File: config.mk
export PLATFORM = sky130hd
export DESIGN_NAME = pattern_sequencer
export DESIGN_NICKNAME = d
export VERILOG_FILES = /design/src/rtl/pattern_pkg.sv /design/src/rtl/chart_rom.sv /design/src/rtl/pattern_sequencer.sv
export SDC_FILE = /design/constraint.sdc
export NUM_CORES = 1
export LEC_CHECK = 0
export ABC_CLOCK_PERIOD_IN_PS = 7000
export CAP_MARGIN = 20
export CELL_PAD_IN_SITES_DETAIL_PLACEMENT = 0
export CELL_PAD_IN_SITES_GLOBAL_PLACEMENT = 1
export CORE_MARGIN = 3
export CORE_UTILIZATION = 44
export DETAILED_ROUTE_END_ITERATION = 16
export PLACE_DENSITY = 0.88
export SYNTH_ARGS = -nofsm -noshare
export SYNTH_HDL_FRONTEND = slang
export SYNTH_SLANG_ARGS = --single-unit
File: constraint.sdc
create_clock -name CLOCK_25 -period 7 [get_ports CLOCK_25]
set_input_delay 0.7 -clock CLOCK_25 [delete_from_list [all_inputs] [get_ports CLOCK_25]]
set_output_delay 0.7 -clock CLOCK_25 [all_outputs]
set_load 0.005 [all_outputs]
File: src/rtl/pattern_pkg.sv
// Shared constants for the note-pattern sequencer: pattern width, LFSR taps,
// default row count and the fixed chart, plus the LFSR step/pattern helpers.
// Ports: none (package).
package pattern_pkg;

  localparam int PAT_W          = 4;
  localparam logic [15:0] LFSR_MASK = 16'hB400;
  localparam int DEFAULT_N_ROWS = 4;
  localparam int CHART_DEPTH    = 16;

  typedef logic [PAT_W-1:0] pat_t;

  // Fixed note chart; zero entries are deliberate empty rows.
  localparam pat_t CHART [CHART_DEPTH] = '{
    4'h1, 4'h2, 4'h4, 4'h8, 4'h3, 4'h0, 4'h6, 4'hC,
    4'h5, 4'hA, 4'h9, 4'h0, 4'hF, 4'h7, 4'hE, 4'hB
  };

  // Galois LFSR, shift right, taps folded in when the bit shifted out is 1.
  function automatic logic [15:0] lfsr_step(input logic [15:0] s);
    return (s >> 1) ^ (s[0] ? LFSR_MASK : 16'h0000);
  endfunction

  // A random pattern must never be empty, so a zero nibble becomes 4'b1000.
  function automatic pat_t lfsr_pat(input logic [15:0] s);
    return (s[3:0] == 4'h0) ? 4'b1000 : s[3:0];
  endfunction

endpackage

File: src/rtl/chart_rom.sv
// Combinational chart lookup: returns the pattern stored at ptr.
// Latency: zero cycles (pure lookup). No flow control.
// Ports: ptr (chart index) in, pat (4-bit pattern) out.
module chart_rom
  import pattern_pkg::*;
#(
  parameter int CHART_LEN = 16,
  parameter int PTR_W     = 4
) (
  input  logic [PTR_W-1:0] ptr,
  output pat_t             pat
);

  logic [3:0] idx;

  // The stored chart holds CHART_DEPTH entries; the pointer never exceeds
  // CHART_LEN-1, so only the low index bits are meaningful.
  always_comb begin
    idx = 4'(ptr);
    pat = CHART[idx];
  end

endmodule

File: src/rtl/pattern_sequencer.sv
// Keeps a pre-fetched next pattern in every row slot and refills one slot per
// cycle after a hand-over; scores hits and unanswered non-empty patterns.
// Latency: request at edge k -> slot refilled at edge k+1+(lower rows pending);
// counters update on the edge that samples the input rise.
// Backpressure: one outstanding refill per row; a second request on a pending
// row is dropped and sets the sticky overflow flag.
// Ports: CLOCK_25, reset_n (sync, active-low), mode (0 LFSR / 1 chart),
// trocar/ponto per-row request/hit levels, command_out row slots,
// score/streak/misses counters, busy (refill pending), overflow (sticky).
module pattern_sequencer
  import pattern_pkg::*;
#(
  parameter int          N_ROWS    = DEFAULT_N_ROWS,
  parameter logic [15:0] SEED      = 16'hACE1,
  parameter int          CHART_LEN = 16,
  parameter int          SCORE_W   = 16
) (
  input  logic                      CLOCK_25,
  input  logic                      reset_n,
  input  logic                      mode,
  input  logic [N_ROWS-1:0]         trocar,
  input  logic [N_ROWS-1:0]         ponto,
  output logic [PAT_W*N_ROWS-1:0]   command_out,
  output logic [SCORE_W-1:0]        score,
  output logic [7:0]                streak,
  output logic [SCORE_W-1:0]        misses,
  output logic                      busy,
  output logic                      overflow
);

  localparam int PTR_W = (CHART_LEN > 1) ? $clog2(CHART_LEN) : 1;
  localparam int CNT_W = $clog2(N_ROWS + 1);

  logic [N_ROWS-1:0]       trocar_prev_q, trocar_prev_d;
  logic [N_ROWS-1:0]       ponto_prev_q,  ponto_prev_d;
  logic [PAT_W*N_ROWS-1:0] cmd_q,         cmd_d;
  logic [PAT_W*N_ROWS-1:0] prev_pat_q,    prev_pat_d;
  logic [N_ROWS-1:0]       pending_q,     pending_d;
  logic [N_ROWS-1:0]       scored_q,      scored_d;
  logic [15:0]             lfsr_q,        lfsr_d;
  logic [PTR_W-1:0]        ptr_q,         ptr_d;
  logic [SCORE_W-1:0]      score_q,       score_d;
  logic [SCORE_W-1:0]      misses_q,      misses_d;
  logic [7:0]              streak_q,      streak_d;
  logic                    overflow_q,    overflow_d;

  logic [N_ROWS-1:0]  req, hit, hit_ev, miss_ev, prev_nz, serve_oh;
  logic [CNT_W-1:0]   hit_cnt, miss_cnt;
  logic [SCORE_W:0]   score_sum, misses_sum;
  logic [8:0]         streak_sum;
  pat_t               chart_pat, gen_pat;

  function automatic logic [CNT_W-1:0] popcount(input logic [N_ROWS-1:0] v);
    logic [CNT_W-1:0] c;
    c = '0;
    for (int i = 0; i < N_ROWS; i++) c = c + CNT_W'(v[i]);
    return c;
  endfunction

  chart_rom #(
    .CHART_LEN (CHART_LEN),
    .PTR_W     (PTR_W)
  ) u_chart_rom (
    .ptr (ptr_q),
    .pat (chart_pat)
  );

  always_comb begin
    req = trocar & ~trocar_prev_q;
    hit = ponto  & ~ponto_prev_q;

    // Lowest set bit of the pending mask is the row served this cycle.
    serve_oh = pending_q & (~pending_q + N_ROWS'(1));
    gen_pat  = mode ? chart_pat : lfsr_pat(lfsr_q);

    for (int i = 0; i < N_ROWS; i++) prev_nz[i] = |prev_pat_q[PAT_W*i +: PAT_W];

    // A hit arriving with the request belongs to the outgoing pattern, so it
    // answers that pattern and suppresses the miss.
    hit_ev   = hit & ~scored_q;
    miss_ev  = req & prev_nz & ~scored_q & ~hit_ev;
    hit_cnt  = popcount(hit_ev);
    miss_cnt = popcount(miss_ev);

    score_sum  = {1'b0, score_q}  + (SCORE_W+1)'(hit_cnt);
    misses_sum = {1'b0, misses_q} + (SCORE_W+1)'(miss_cnt);
    streak_sum = {1'b0, streak_q} + 9'(hit_cnt);

    trocar_prev_d = trocar;
    ponto_prev_d  = ponto;
    cmd_d         = cmd_q;
    prev_pat_d    = prev_pat_q;
    lfsr_d        = lfsr_q;
    ptr_d         = ptr_q;

    pending_d  = (pending_q & ~serve_oh) | (req & ~pending_q);
    overflow_d = overflow_q | (|(req & pending_q));
    scored_d   = (scored_q | hit_ev) & ~req;

    for (int i = 0; i < N_ROWS; i++) begin
      if (serve_oh[i]) cmd_d[PAT_W*i +: PAT_W] = gen_pat;
      if (req[i])      prev_pat_d[PAT_W*i +: PAT_W] = cmd_q[PAT_W*i +: PAT_W];
    end

    // Only the selected source advances, and only when a row is served.
    if (|pending_q) begin
      if (mode) ptr_d = (ptr_q == PTR_W'(CHART_LEN - 1)) ? '0 : ptr_q + PTR_W'(1);
      else      lfsr_d = lfsr_step(lfsr_q);
    end

    score_d  = score_sum[SCORE_W]  ? '1 : score_sum[SCORE_W-1:0];
    misses_d = misses_sum[SCORE_W] ? '1 : misses_sum[SCORE_W-1:0];
    if (|miss_ev)          streak_d = 8'h00;
    else if (streak_sum[8]) streak_d = 8'hFF;
    else                    streak_d = streak_sum[7:0];
  end

  always_ff @(posedge CLOCK_25) begin
    if (!reset_n) begin
      trocar_prev_q <= '0;
      ponto_prev_q  <= '0;
      cmd_q         <= '0;
      prev_pat_q    <= '0;
      pending_q     <= '1;
      scored_q      <= '0;
      lfsr_q        <= SEED;
      ptr_q         <= '0;
      score_q       <= '0;
      misses_q      <= '0;
      streak_q      <= '0;
      overflow_q    <= 1'b0;
    end else begin
      trocar_prev_q <= trocar_prev_d;
      ponto_prev_q  <= ponto_prev_d;
      cmd_q         <= cmd_d;
      prev_pat_q    <= prev_pat_d;
      pending_q     <= pending_d;
      scored_q      <= scored_d;
      lfsr_q        <= lfsr_d;
      ptr_q         <= ptr_d;
      score_q       <= score_d;
      misses_q      <= misses_d;
      streak_q      <= streak_d;
      overflow_q    <= overflow_d;
    end
  end

  assign command_out = cmd_q;
  assign score       = score_q;
  assign misses      = misses_q;
  assign streak      = streak_q;
  assign overflow    = overflow_q;
  assign busy        = |pending_q;

endmodule
== Yosys cells after proc, flatten, opt, wreduce, memory -nomap -nowiden ==
Memories as Yosys holds them, arrays and structs flattened.
Cells that the tools add are included.

* RAM bits: 0
* Flip-flop bits (word level): 109
* Word-level logic and storage cells: 76
* Bits in latches: 0
* Memories kept: 1
* Memory bits (read-only): 64

{| class="wikitable"
|+ Memories
! name !! depth !! width !! rd ports !! clocked after Yosys merged registers in !! wr ports !! line !! text
|-
| (no name shown) || 16 || 4 || 1 || 0 || 0 || chart_rom.sv:20 || <nowiki>pat = CHART[idx];</nowiki>
|}

* Bitwise gates (word level): 25
* $add $sub $neg: 11
* Muxes and demuxes: 9
* Divide/modulo/power cells: 0
* Equality and inequality tests: 1
* Reduce and logical (&&, ||, !) cells: 10
* Shift operators: 0
* Multiply operators: 0
* Magnitude comparators: 1

{| class="wikitable"
|+ Operator list
! cell !! count
|-
| 2-to-1 mux 16 bit || 3
|-
| AND 4 bit || 11
|-
| adder 16 x 3 -> 17 bit || 2
|-
| inverter 4 bit || 7
|-
| OR reduction 4 bit || 6
|-
| 2-to-1 mux 4 bit || 5
|-
| bitwise XOR 15 x 16 -> 16 bit || 1
|-
| adder 8 x 3 -> 9 bit || 1
|-
| adder 4 x 1 -> 4 bit (second input constant) || 2
|-
| 2-to-1 mux 8 bit || 1
|-
| OR 4 bit || 2
|-
| adder 2 x 1 -> 3 bit || 2
|-
| adder 3 x 1 -> 3 bit || 2
|-
| >= comparator 5 bit (second input constant) || 1
|-
| inverter 4 -> 5 bit || 1
|-
| OR reduction 5 bit || 1
|-
| adder 1 x 1 -> 2 bit || 2
|-
| == test 4 bit (second input constant) || 1
|-
| zero test 4 bit || 1
|-
| AND reduction 2 bit || 2
|-
| inverter 1 bit || 2
|-
| OR 1 bit || 1
|}

== Longest topological paths before layout ==
Gate-level depths: netlist of the first run.

* Depth after elaboration: 10
* Depth in mapped cells: 13
* Depth with buffers taken out: 12

== Cells and area by module ==
From an unflattened synthesis of the first run, not the netlist that was laid out.

* Cells, all modules: 547
* Area total of the unflattened synthesis: 4887.2 µm²

{| class="wikitable"
|+ By module, submodules not included
! module !! cells each !! times used !! area an instance (µm²)
|-
| pattern_sequencer || 525 || 1 || 4703.3
|-
| chart_rom || 22 || 1 || 183.9
|}

== Worst setup path before layout of the first run ==
Ideal clock, no wire load.

* Kind: input to register
* From: in trocar[0]
* To: reg misses_q[11] (netlist: misses[11])
* Cell stages on the path: 11
* Path buffers: 1
* Path slack: 3480 ps
* Required time: 6926 ps
* Library setup time: 74 ps
* Data arrival time: 3446 ps
* Path through: nand2b_1 -> or4_1 -> fa_1 -> fa_1 -> inv_1 -> fa_1 -> nand2_1 -> nor4_2 -> nand2_1 -> buf_2 -> a31oi_1

* Cells in the longest elaborated chain, start to end: 9

{| class="wikitable"
|+ Ends and longest elaborated chain
! what !! line !! text
|-
| from (decl) || pattern_sequencer.sv:21 || <nowiki>input logic [N_ROWS-1:0] trocar,</nowiki>
|-
| AND 4 bit || pattern_sequencer.sv:69 || <nowiki>req = trocar & ~trocar_prev_q;</nowiki>
|-
| AND 4 bit (3 in series) || pattern_sequencer.sv:81 || <nowiki>miss_ev = req & prev_nz & ~scored_q & ~hit_ev;</nowiki>
|-
| adder 1 x 1 -> 2 bit || pattern_sequencer.sv:56 || <nowiki>for (int i = 0; i < N_ROWS; i++) c = c + CNT_W'(v[i]);</nowiki>
|-
| adder 2 x 1 -> 3 bit || pattern_sequencer.sv:56 ||
|-
| adder 3 x 1 -> 3 bit || pattern_sequencer.sv:56 ||
|-
| adder 16 x 3 -> 17 bit || pattern_sequencer.sv:86 || <nowiki>misses_sum = {1'b0, misses_q} + (SCORE_W+1)'(miss_cnt);</nowiki>
|-
| 2-to-1 mux 16 bit || pattern_sequencer.sv:112 || <nowiki>misses_d = misses_sum[SCORE_W] ? '1 : misses_sum[SCORE_W-1:0];</nowiki>
|-
| to (signal assigned) || pattern_sequencer.sv:142 || <nowiki>misses_q <= misses_d;</nowiki>
|-
| to (decl) || pattern_sequencer.sv:43 || <nowiki>logic [SCORE_W-1:0] misses_q, misses_d;</nowiki>
|}

Every way passes these cells.
A chain may end at the register's enable or synchronous reset.

== Worst setup path in the final report of the first run ==
* From: in ponto[0]
* To: reg score_q[1] (netlist: score[1])

* Cells in the longest elaborated chain, start to end: 7

{| class="wikitable"
|+ Ends and longest elaborated chain
! what !! line !! text
|-
| from (decl) || pattern_sequencer.sv:22 || <nowiki>input logic [N_ROWS-1:0] ponto,</nowiki>
|-
| AND 4 bit || pattern_sequencer.sv:70 || <nowiki>hit = ponto & ~ponto_prev_q;</nowiki>
|-
| AND 4 bit || pattern_sequencer.sv:80 || <nowiki>hit_ev = hit & ~scored_q;</nowiki>
|-
| adder 1 x 1 -> 2 bit || pattern_sequencer.sv:56 ||
|-
| adder 2 x 1 -> 3 bit || pattern_sequencer.sv:56 ||
|-
| adder 3 x 1 -> 3 bit || pattern_sequencer.sv:56 ||
|-
| adder 16 x 3 -> 17 bit || pattern_sequencer.sv:85 || <nowiki>score_sum = {1'b0, score_q} + (SCORE_W+1)'(hit_cnt);</nowiki>
|-
| 2-to-1 mux 16 bit || pattern_sequencer.sv:111 || <nowiki>score_d = score_sum[SCORE_W] ? '1 : score_sum[SCORE_W-1:0];</nowiki>
|-
| to (signal assigned) || pattern_sequencer.sv:141 || <nowiki>score_q <= score_d;</nowiki>
|-
| to (decl) || pattern_sequencer.sv:42 || <nowiki>logic [SCORE_W-1:0] score_q, score_d;</nowiki>
|}

Every way passes these cells.

==> results of run 1 <==
[critical path: stages]
cell and delay (ns):
clkdlybuf4s50_1 0.49, nor2b_1 0.21, nand2b_1 0.14, fa_1 0.56, inv_1 0.05, ha_1 0.19
ha_1 0.32, inv_1 0.09, fa_1 0.43, nor2b_1 0.36, o211a_1 0.27, nand3_1 0.39
a21oi_1 0.27
[report_power, final]
part | leakage, nW | total [mW] | switching [mW] | internal [mW]
Sequential | 0.890 | 0.685 | 0.0297 | 0.655
Clock | 0.114 | 0.422 | 0.209 | 0.213
Combinational | 1.13 | 0.192 | 0.0964 | 0.0953
[cell usage after synthesis, types with 6 or more instances]
library cell,number
nor2b_1,13
clkbuf_1,16
xnor2_1,8
and2_1,11
nand2_1,85
and3_1,9
a21oi_1,70
xor2_1,12
fa_1,6
ha_1,16
nand3_1,26
dfxtp_1,109
or4_1,8
inv_1,23
o21ai_0,29
or3_1,6
a31oi_1,10
nor3_1,14
nand2b_1,12
nor2_1,18
[flip-flops by register name, indices dropped and copies added, names as in the netlist]
name / cells
streak: 8
misses: 16
command_out: 16
overflow: 1
prev_pat_q: 16
ponto_prev_q: 4
pending_q: 4
lfsr_q: 16
trocar_prev_q: 4
score: 16
scored_q: 4
ptr_q: 4
[routing by layer]
metal / routed length (um) / GRT usage, % / up-vias / part of all wire (%)
met2: 5060 / 29.4 / 80 / 47
met1: 5140 / 23.8 / 1900 / 48
met4: 111 / 4.22 / 0 / 1.0
li1: - / - / 2093 / -
met5: 0 / 0 / - / 0
met3: 486 / 4.15 / 8 / 4.5
[stage by stage]
step | instance area, um^2 | cells
6_report | 5840 | 762
5_1_grt | 5840 | 762
4_1_cts | 5840 | 762
3_5_place_dp | 5620 | 746
3_3_place_gp | 5620 | 746
2_1_floorplan | 4870 | 564
[layout make-up]
cell class	count	area (um^2)	share of cell area (%)
clock buffer	11	141	2.42
clock inverter	5	82.6	1.41
inverter	25	93.8	1.61
multi-input combinational	406	2470	42.4
sequential	109	2180	37.4
tap	136	170	2.91
timing repair buffer	70	696	11.9
[kinds of logic after synthesis]
logic type	share of synthesized area [%]
buffers and inverters	4.39
AND/OR/NAND/NOR	23.7
XOR/XNOR	3.60
flip-flops	44.8
multiplexers	0.668
AO/OA/AOI/OAI	16.3
adder cells (fa/ha/maj)	6.58
[worst max-delay path by stage]
stage	to	slack, ns	cells after the start
2_1_floorplan	misses[11]	3.48	11
3_3_place_gp	score[1]	2.60	13
3_5_place_dp	score[9]	2.46	13
4_1_cts	score[1]	2.85	13
5_1_grt	misses[0]	2.59	11
6_report	score[1]	2.85	13
==> out/metrics.yaml, run 1 <==
timing:
  relSlewSlack_pct: 27.5
  clock_skew_ns: 0.00829
  finalWorstSetupSlack_ns: 2.85
  rsz0062_at_grt: "false"
  setup_viol: 0
  fin_setup_tns_ns: 0
  fin_crit_sh_pct: 59.3
  timing.fmax_mhz: 241
  slew_viol_final: 0
  tightest_slew_ns: 1.07
  holdWs_ns: 0.461
  fin_crit_ns: 4.15
  hold_viol: 0
hold_path:
  min_path_cells: 2
  hold_end: "prev_pat_q[5]"
  hp-class: "flip-flop to flip-flop"
  worstHoldStart: "prev_pat_q[5]"
die:
  initial_core_util_pct: 46.1
  design.core.area_um2: 10600
  die_width_um: 111
  die_y_um: 111
  ioPinCount: 69
  num_rows: 37
  die_area_um2: 12400
yosys:
  avgSynthCellArea_um2: 8.64
  synth_fp_nets: 597
  netlist.top_cell.by_area: "dfxtp_1"
  ys_types: 56
  ys.flop_type: "dfxtp_1"
  yosys_warnings: 0
  ys_ff_latch: 109
  synth_area_um2: 4870
  yosys-top-cells-area: "dfxtp_1 (45%), a21oi_1 (7.2%), nand2_1 (6.6%)"
  synth_cells: 564
  synth_edf_count: 0
  synth_top_area_share_pct: 44.8
  seq_area_frac_synth_pct: 44.8
  async_flop_share_pct: 0
detailed_routing:
  drt_iter0_drc: 211
  via_per_inst: 5.36
  drcViolationCount: 0
  dr.pass1.iters: 4
  wirelength_um: 10800
  wire_per_inst_um: 14.2
  vias: 4081
  antenna_left: 0
setup_path:
  r2r_end: "misses[0]"
  critPathRequiredTime_ns: 7.30
  critPathLaunch: "ponto[0]"
  start_kind: "input pin"
  worstSetupPathType: "input pin to flip-flop"
  timing.rr.start: "trocar_prev_q[0]"
  ff2ff_setup_slack_ns: 3.31
  r2r_cells: 10
  crit_arrival_ns: 4.45
  end_kind: "flip-flop"
  path_max_fanout: 13
cts:
  cts_made_buffers: 9
  post_cts_buffers: 0
  cts-root-buf: "clkbuf_8"
  numClockSinks: 109
  path_clk_slew_ns: 0.10
  cts-htree-levels: 3
  cts_max_path_buffers: 2
  ctsHoldBuffers: 0
  post_cts_resized: 0
  cts_tree: "done"
  clock_latency_ns: 0.37
placement:
  dpl.hpwl_um: 7620
  io_buffers: 68
  dpl_worst_slack_ns: 2.46
  gp_congestion: 0.797
final_layout:
  n_fill_cell: 990
  layout_common_cells: "dfxtp_1 (109), nand2_1 (85), a21oi_1 (70), clkdlybuf4s50_1 (68), o21ai_0 (29)"
  drive_gt1_share_pct: 4.31
  syn2layout_area_growth_pct: 19.9
  final_common_cell: "dfxtp_1"
  antenna_cells: 0
  fin_util_pct: 55.3
  final_nets: 654
power_and_ir_drop:
  power_mw: 1.30
  power_density_nw_per_um2: 222
  p_leak_nw: 2.13
  peakVddDrop_uv: 106
global_routing:
  grt_remaining_overflow: 0
  grt.total_usage_pct: 17.9
  antenna_found_initial: 0
  grt_pass1_wl_um: 18500
  grt_pass1_vias: 3878
  grt_max_degree: 70
run:
  drv_cap: 0
run_status:
  outcome: "finished, final reports clean"
Note: power is estimated with default switching activity, not from simulation.
==> run 2: changes to the inputs <==
--- a/config.mk
+++ b/config.mk
@@ -5,14 +5,14 @@
 export SDC_FILE = /design/constraint.sdc
 export NUM_CORES = 1
 export LEC_CHECK = 0
-export ABC_CLOCK_PERIOD_IN_PS = 7000
+export ABC_CLOCK_PERIOD_IN_PS = 3750
 export CAP_MARGIN = 20
 export CELL_PAD_IN_SITES_DETAIL_PLACEMENT = 0
 export CELL_PAD_IN_SITES_GLOBAL_PLACEMENT = 1
 export CORE_MARGIN = 3
-export CORE_UTILIZATION = 44
+export CORE_UTILIZATION = 37
 export DETAILED_ROUTE_END_ITERATION = 16
-export PLACE_DENSITY = 0.88
+export PLACE_DENSITY = 0.8
 export SYNTH_ARGS = -nofsm -noshare
 export SYNTH_HDL_FRONTEND = slang
 export SYNTH_SLANG_ARGS = --single-unit
==> constraint.sdc (replaced) <==
create_clock -name CLOCK_25 -period 3.75 [get_ports CLOCK_25]
set_input_delay 0.375 -clock CLOCK_25 [delete_from_list [all_inputs] [get_ports CLOCK_25]]
set_output_delay 0.375 -clock CLOCK_25 [all_outputs]
set_load 0.005 [all_outputs]
==> run 2 against run 1 <==
Die area rose by 18%. Largest power group unchanged. Utilization fell by 7.5 points. Critical path depth fell by 2. Highest routed layer unchanged. Clock skew fell by 0.00099 ns. Sequential share of layout area fell by 1.5 points. Wire length rose by 6.0%. Flip-flop and latch count did not move. Cell count rose by 6.8%.
==> out/metrics.yaml, run 2 (synthesized netlist as in run 1, its figures left out) <==
run_status:
  outcome: "finished, final reports clean"
cts:
  clock_latency_ns: 0.35  # -0.02 ns
  cts_made_buffers: 9  # unchanged
  numClockSinks: 109  # unchanged
  cts_max_path_buffers: 2  # unchanged
  path_clk_slew_ns: 0.07  # -0.03 ns
  cts-htree-levels: 3  # unchanged
  post_cts_buffers: 0  # unchanged
  ctsHoldBuffers: 0  # unchanged
  post_cts_resized: 0  # unchanged
  cts-root-buf: "clkbuf_16"
  cts_tree: "done"
die:
  num_rows: 41  # +11%
  die_width_um: 121  # +8.6%
  initial_core_util_pct: 38.3  # -7.9 points
  ioPinCount: 69  # unchanged
  die_y_um: 121  # +8.6%
  die_area_um2: 14600  # +18%
  design.core.area_um2: 12700  # +21%
timing:
  rsz0062_at_grt: "false"
  tightest_slew_ns: 0.786  # -0.288 ns
  clock_skew_ns: 0.00730  # -0.000991 ns
  fin_setup_tns_ns: 0  # unchanged
  relSlewSlack_pct: 46.9  # +19 points
  hold_viol: 0  # unchanged
  setup_viol: 0  # unchanged
  finalWorstSetupSlack_ns: 0.308  # -2.54 ns
  timing.fmax_mhz: 291
  fin_crit_sh_pct: 91.8
  fin_crit_ns: 3.44
  slew_viol_final: 0  # unchanged
detailed_routing:
  vias: 4121  # +0.98%
  drcViolationCount: 0  # unchanged
  wire_per_inst_um: 14.1  # -0.74%
  via_per_inst: 5.06  # -5.5%
  dr.pass1.iters: 4  # unchanged
  drt_iter0_drc: 256  # +21%
  wirelength_um: 11500  # +6.0%
  antenna_left: 0  # unchanged
final_layout:
  fin_util_pct: 47.8  # -7.5 points
  syn2layout_area_growth_pct: 24.9
  final_common_cell: "dfxtp_1"
  layout_common_cells: "dfxtp_1 (109), nand2_1 (85), a21oi_1 (70), clkdlybuf4s50_1 (68), o21ai_0 (29)"
  drive_gt1_share_pct: 6.85  # +2.5 points
  n_fill_cell: 1272  # +28%
  antenna_cells: 0  # unchanged
  final_nets: 671  # +2.6%
placement:
  io_buffers: 68  # unchanged
  gp_congestion: 0.825  # +3.5%
  dpl.hpwl_um: 8060  # +5.7%
  dpl_worst_slack_ns: -0.0685  # -2.53 ns
hold_path:
  hp-class: "flip-flop to flip-flop"
setup_path:
  start_kind: "input pin"
  worstSetupPathType: "input pin to flip-flop"
  end_kind: "flip-flop"
  path_max_fanout: 6  # -7
  critPathRequiredTime_ns: 4.00  # -3.30 ns
  crit_arrival_ns: 3.69  # -0.76 ns
global_routing:
  antenna_found_initial: 0  # unchanged
  grt_pass1_wl_um: 19300  # +4.0%
  grt.total_usage_pct: 16.4  # -1.5 points
  grt_remaining_overflow: 0  # unchanged
  grt_max_degree: 70  # unchanged
  grt_pass1_vias: 4027  # +3.8%
run:
  drv_cap: 0  # unchanged
power_and_ir_drop:
  p_leak_nw: 2.24  # +5.2%
  power_density_nw_per_um2: 430  # +93%
  peakVddDrop_uv: 226  # +110%
## run 2: cell types whose count changed in the layout (fill, tap and decap cells not counted)
cell,before,now
clkbuf_8,10,1
buf_4,2,18
clkinvlp_4,0,1
clkbuf_1,1,0
bufinv_16,2,1
clkbuf_16,0,9
clkbuf_2,0,1
## run 2: path summary, 6_finish.rpt
kind | from | to | slack, ns | cells past startpoint
worst min-delay path | lfsr_q[9] | lfsr_q[8] | 0.45 | 2
worst min register to register | lfsr_q[9] | lfsr_q[8] | 0.45 | 2
worst max-delay path | trocar[0] | misses[15] | 0.31 | 11
worst max register to register | trocar_prev_q[0] | misses[15] | 0.43 | 10
## run 2: metrics by stage
step | cell area (um^2) | hold slack, ns | power [mW] | cells
finish | 6090 | 0.452 | 2.62 | 814
global route | 6090 | 0.463 | 2.75 | 814
CTS | 6080 | 0.452 | 2.65 | 813
detailed placement | 5780 | 0.442 | 1.68 | 798
global placement | 5780 | 0.436 | 1.66 | 798
floorplan | 4870 | 0.431 | 1.51 | 564
## run 2: layer usage
layer	vias up	wire length [um]	global-route usage, %
li1	2127	-	-
met1	1926	5550	21.6
met2	60	5250	25.6
met3	8	521	5.24
met4	0	140	5.38
met5	-	0	0
## run 2: area by class of cell
cell class	count	area, um^2	share of cell area (%)
timing repair buffer	87	821	13.5
inverter	25	93.8	1.54
tap	172	215	3.54
clock inverter	5	60.1	0.987
sequential	109	2180	35.9
multi-input combinational	406	2470	40.7
clock buffer	10	239	3.93
## run 2: power by group
part / internal [mW] / switching (mW)
combinational: 0.185 / 0.185
sequential: 1.22 / 0.0564
clock: 0.535 / 0.433
total: 1.94 / 0.674
## run 2: worst max-delay path, stage by stage
cell             delay (ns)
clkdlybuf4s50_1        0.48
nand2b_1               0.14
or4_1                  0.62
fa_1                   0.59
fa_1                   0.20
inv_1                  0.06
fa_1                   0.37
nand2_1                0.14
nor2_1                 0.07
or4_1                  0.50
o211a_1                0.14
==> run 3: changes to the inputs <==
--- a/config.mk
+++ b/config.mk
@@ -7,10 +7,10 @@
 export LEC_CHECK = 0
 export ABC_CLOCK_PERIOD_IN_PS = 3750
 export CAP_MARGIN = 20
-export CELL_PAD_IN_SITES_DETAIL_PLACEMENT = 0
-export CELL_PAD_IN_SITES_GLOBAL_PLACEMENT = 1
+export CELL_PAD_IN_SITES_DETAIL_PLACEMENT = 2
+export CELL_PAD_IN_SITES_GLOBAL_PLACEMENT = 2
 export CORE_MARGIN = 3
-export CORE_UTILIZATION = 37
+export CORE_UTILIZATION = 30
 export DETAILED_ROUTE_END_ITERATION = 16
 export PLACE_DENSITY = 0.8
 export SYNTH_ARGS = -nofsm -noshare
==> run 3 against run 2 <==
Sequential power about the same. Cell count up 4.9%. Maximum frequency down 2.3%. Worst setup slack worse by 0.080 ns. Cell area is 0.62% higher. Wire length grew 29%. Die area is 22% higher. Sequential share of layout area fell by 0.22 points. Clock skew about the same. Clock-buffer cell count unchanged. Critical path depth is 1 higher. Via count rose by 6.2%.
==> out/metrics.yaml, run 3 (synthesized netlist as in run 1, its figures left out) <==
run_status:
  outcome: "finished, final reports clean"
timing:
  rsz0062_at_grt: "false"
  fin_setup_tns_ns: 0  # unchanged
  tightest_slew_ns: 0.793  # +0.00725 ns
  hold_viol: 0  # unchanged
  fin_crit_ns: 3.52  # +0.0800 ns
  relSlewSlack_pct: 46.4  # -0.49 points
  fin_crit_sh_pct: 93.9  # +2.1 points
  setup_viol: 0  # unchanged
  finalWorstSetupSlack_ns: 0.228  # -0.0800 ns
  timing.fmax_mhz: 284  # -2.3%
  clock_skew_ns: 0.00729  # -0.00000971 ns
  slew_viol_final: 0  # unchanged
cts:
  cts_made_buffers: 9  # unchanged
  cts-root-buf: "clkbuf_16"
  post_cts_resized: 0  # unchanged
  post_cts_buffers: 0  # unchanged
  cts-htree-levels: 3  # unchanged
  numClockSinks: 109  # unchanged
  cts_tree: "done"
  cts_max_path_buffers: 2  # unchanged
  path_clk_slew_ns: 0.07  # about the same
  ctsHoldBuffers: 0  # unchanged
  clock_latency_ns: 0.36  # about the same
die:
  die_y_um: 133  # +11%
  num_rows: 45  # +9.8%
  initial_core_util_pct: 31.3  # -6.9 points
  die_width_um: 133  # +11%
  die_area_um2: 17800  # +22%
  ioPinCount: 69  # unchanged
  design.core.area_um2: 15500  # +22%
global_routing:
  grt_max_degree: 50  # -29%
  grt.total_usage_pct: 17.1  # +0.74 points
  grt_pass1_vias: 4761  # +18%
  antenna_found_initial: 0  # unchanged
  grt_remaining_overflow: 0  # unchanged
  grt_pass1_wl_um: 24800  # +29%
detailed_routing:
  vias: 4377  # +6.2%
  wire_per_inst_um: 17.4  # +23%
  antenna_left: 0  # unchanged
  drt_iter0_drc: 184  # -28%
  wirelength_um: 14800  # +29%
  drcViolationCount: 0  # unchanged
  dr.pass1.iters: 4  # unchanged
  via_per_inst: 5.13  # +1.2%
final_layout:
  multi_input_area_um2: 2470  # unchanged
  regArea_um2: 2180  # unchanged
  final_nets: 671  # unchanged
  final_common_cell: "dfxtp_1"
  syn2layout_area_growth_pct: 25.7
  drive_gt1_share_pct: 7.15  # +0.30 points
  layout_common_cells: "dfxtp_1 (109), nand2_1 (85), a21oi_1 (70), clkdlybuf4s50_1 (68), o21ai_0 (29)"
  antenna_cells: 0  # unchanged
  n_fill_cell: 1748  # +37%
power_and_ir_drop:
  comb_power_share_pct: 14.9  # +0.8 points
  intPower_mw: 1.88  # -3.0%
  power_density_nw_per_um2: 426  # -0.83%
  p_leak_nw: 2.24  # -0.33%
  seqPwrFrac_pct: 49.1  # +0.2 points
  power_mw: 2.61  # -0.22%
  clkPwrFrac_pct: 36.0  # -1.0 points
  switchingPower_mw: 0.727  # +7.8%
  switching_share_pct: 27.8  # +2.1 points
  peakVddDrop_uv: 195  # -14%
hold_path:
  hp-class: "flip-flop to flip-flop"
setup_path:
  crit_arrival_ns: 3.78  # +0.09 ns
  cp_slowest_cell: "or4_1"
  cpMostUsedCell: "fa_1"
  path_cells: "clkdlybuf4s50_1, nor2b_1, or4_1, fa_1, fa_1, inv_1, fa_1, nand2_1, nor4_2, nand2_1, buf_4, a21oi_1"
  start_kind: "input pin"
  critPathRequiredTime_ns: 4.01  # about the same
  critPathMaxStageDelay_ns: 0.60  # -0.02 ns
  worstSetupPathType: "input pin to flip-flop"
  path_max_fanout: 11  # +5
  end_kind: "flip-flop"
placement:
  io_buffers: 68  # unchanged
  gp_congestion: 0.761  # -7.7%
  dpl_worst_slack_ns: -0.111  # -0.0423 ns
  dpl.hpwl_um: 10700  # +33%
run:
  drv_cap: 0  # unchanged
==> run 3: final timing paths <==
check / start / to / slack (ns) / cells past startpoint
min: lfsr_q[10] / lfsr_q[9] / 0.46 / 2
max reg2reg: trocar_prev_q[0] / misses[6] / 0.36 / 11
min reg2reg: lfsr_q[10] / lfsr_q[9] / 0.46 / 2
max: ponto[2] / misses[6] / 0.23 / 12
==> run 3: per-layer routing <==
layer / vias up / part of all wire (%) / global-route usage, %
met5: - / 0 / 0
met4: 0 / 0.86 / 3.43
met3: 9 / 2.6 / 3.78
met2: 50 / 51 / 31.0
met1: 2196 / 46 / 21.0
li1: 2122 / - / -
==> run 3: cell type report <==
class,count,area share [%]
Clock buffer,10,3.90
Clock inverter,6,0.756
Inverter,25,1.53
Multi-Input combinational cell,406,40.4
Sequential cell,109,35.6
Tap cell,211,4.31
Timing Repair Buffer,87,13.4
==> run 3: through the flow <==
| stage | instance area (um^2) | cells | hold WS (ns) | util [%] |
|---|---|---|---|---|
| final | 6120 | 854 | 0.458 | 39.4 |
| after detailed placement | 5840 | 838 | 0.451 | 37.6 |
| after global placement | 5840 | 838 | 0.436 | 37.6 |
| after CTS | 6120 | 854 | 0.463 | 39.4 |
| after floorplan | 4870 | 564 | 0.431 | - |
| after global routing | 6120 | 854 | 0.489 | 39.4 |
==> run 3: power by group through the flow <==
stage	Clock (mW)	Sequential, mW	Combinational (mW)
final	0.939	1.28	0.389
after global placement	0	1.31	0.369
after global routing	1.02	1.29	0.440
after floorplan	0	1.29	0.221
after detailed placement	0	1.31	0.395
after CTS	0.969	1.29	0.398
==> run 3: worst max-delay path, delay by kind of cell <==
family                   cells  cell delay (ns)
AO/OA/AOI/OAI                1             0.21
adder cells (fa/ha/maj)      3             1.18
buffers and inverters        3             0.76
AND/OR/NAND/NOR              5             1.26
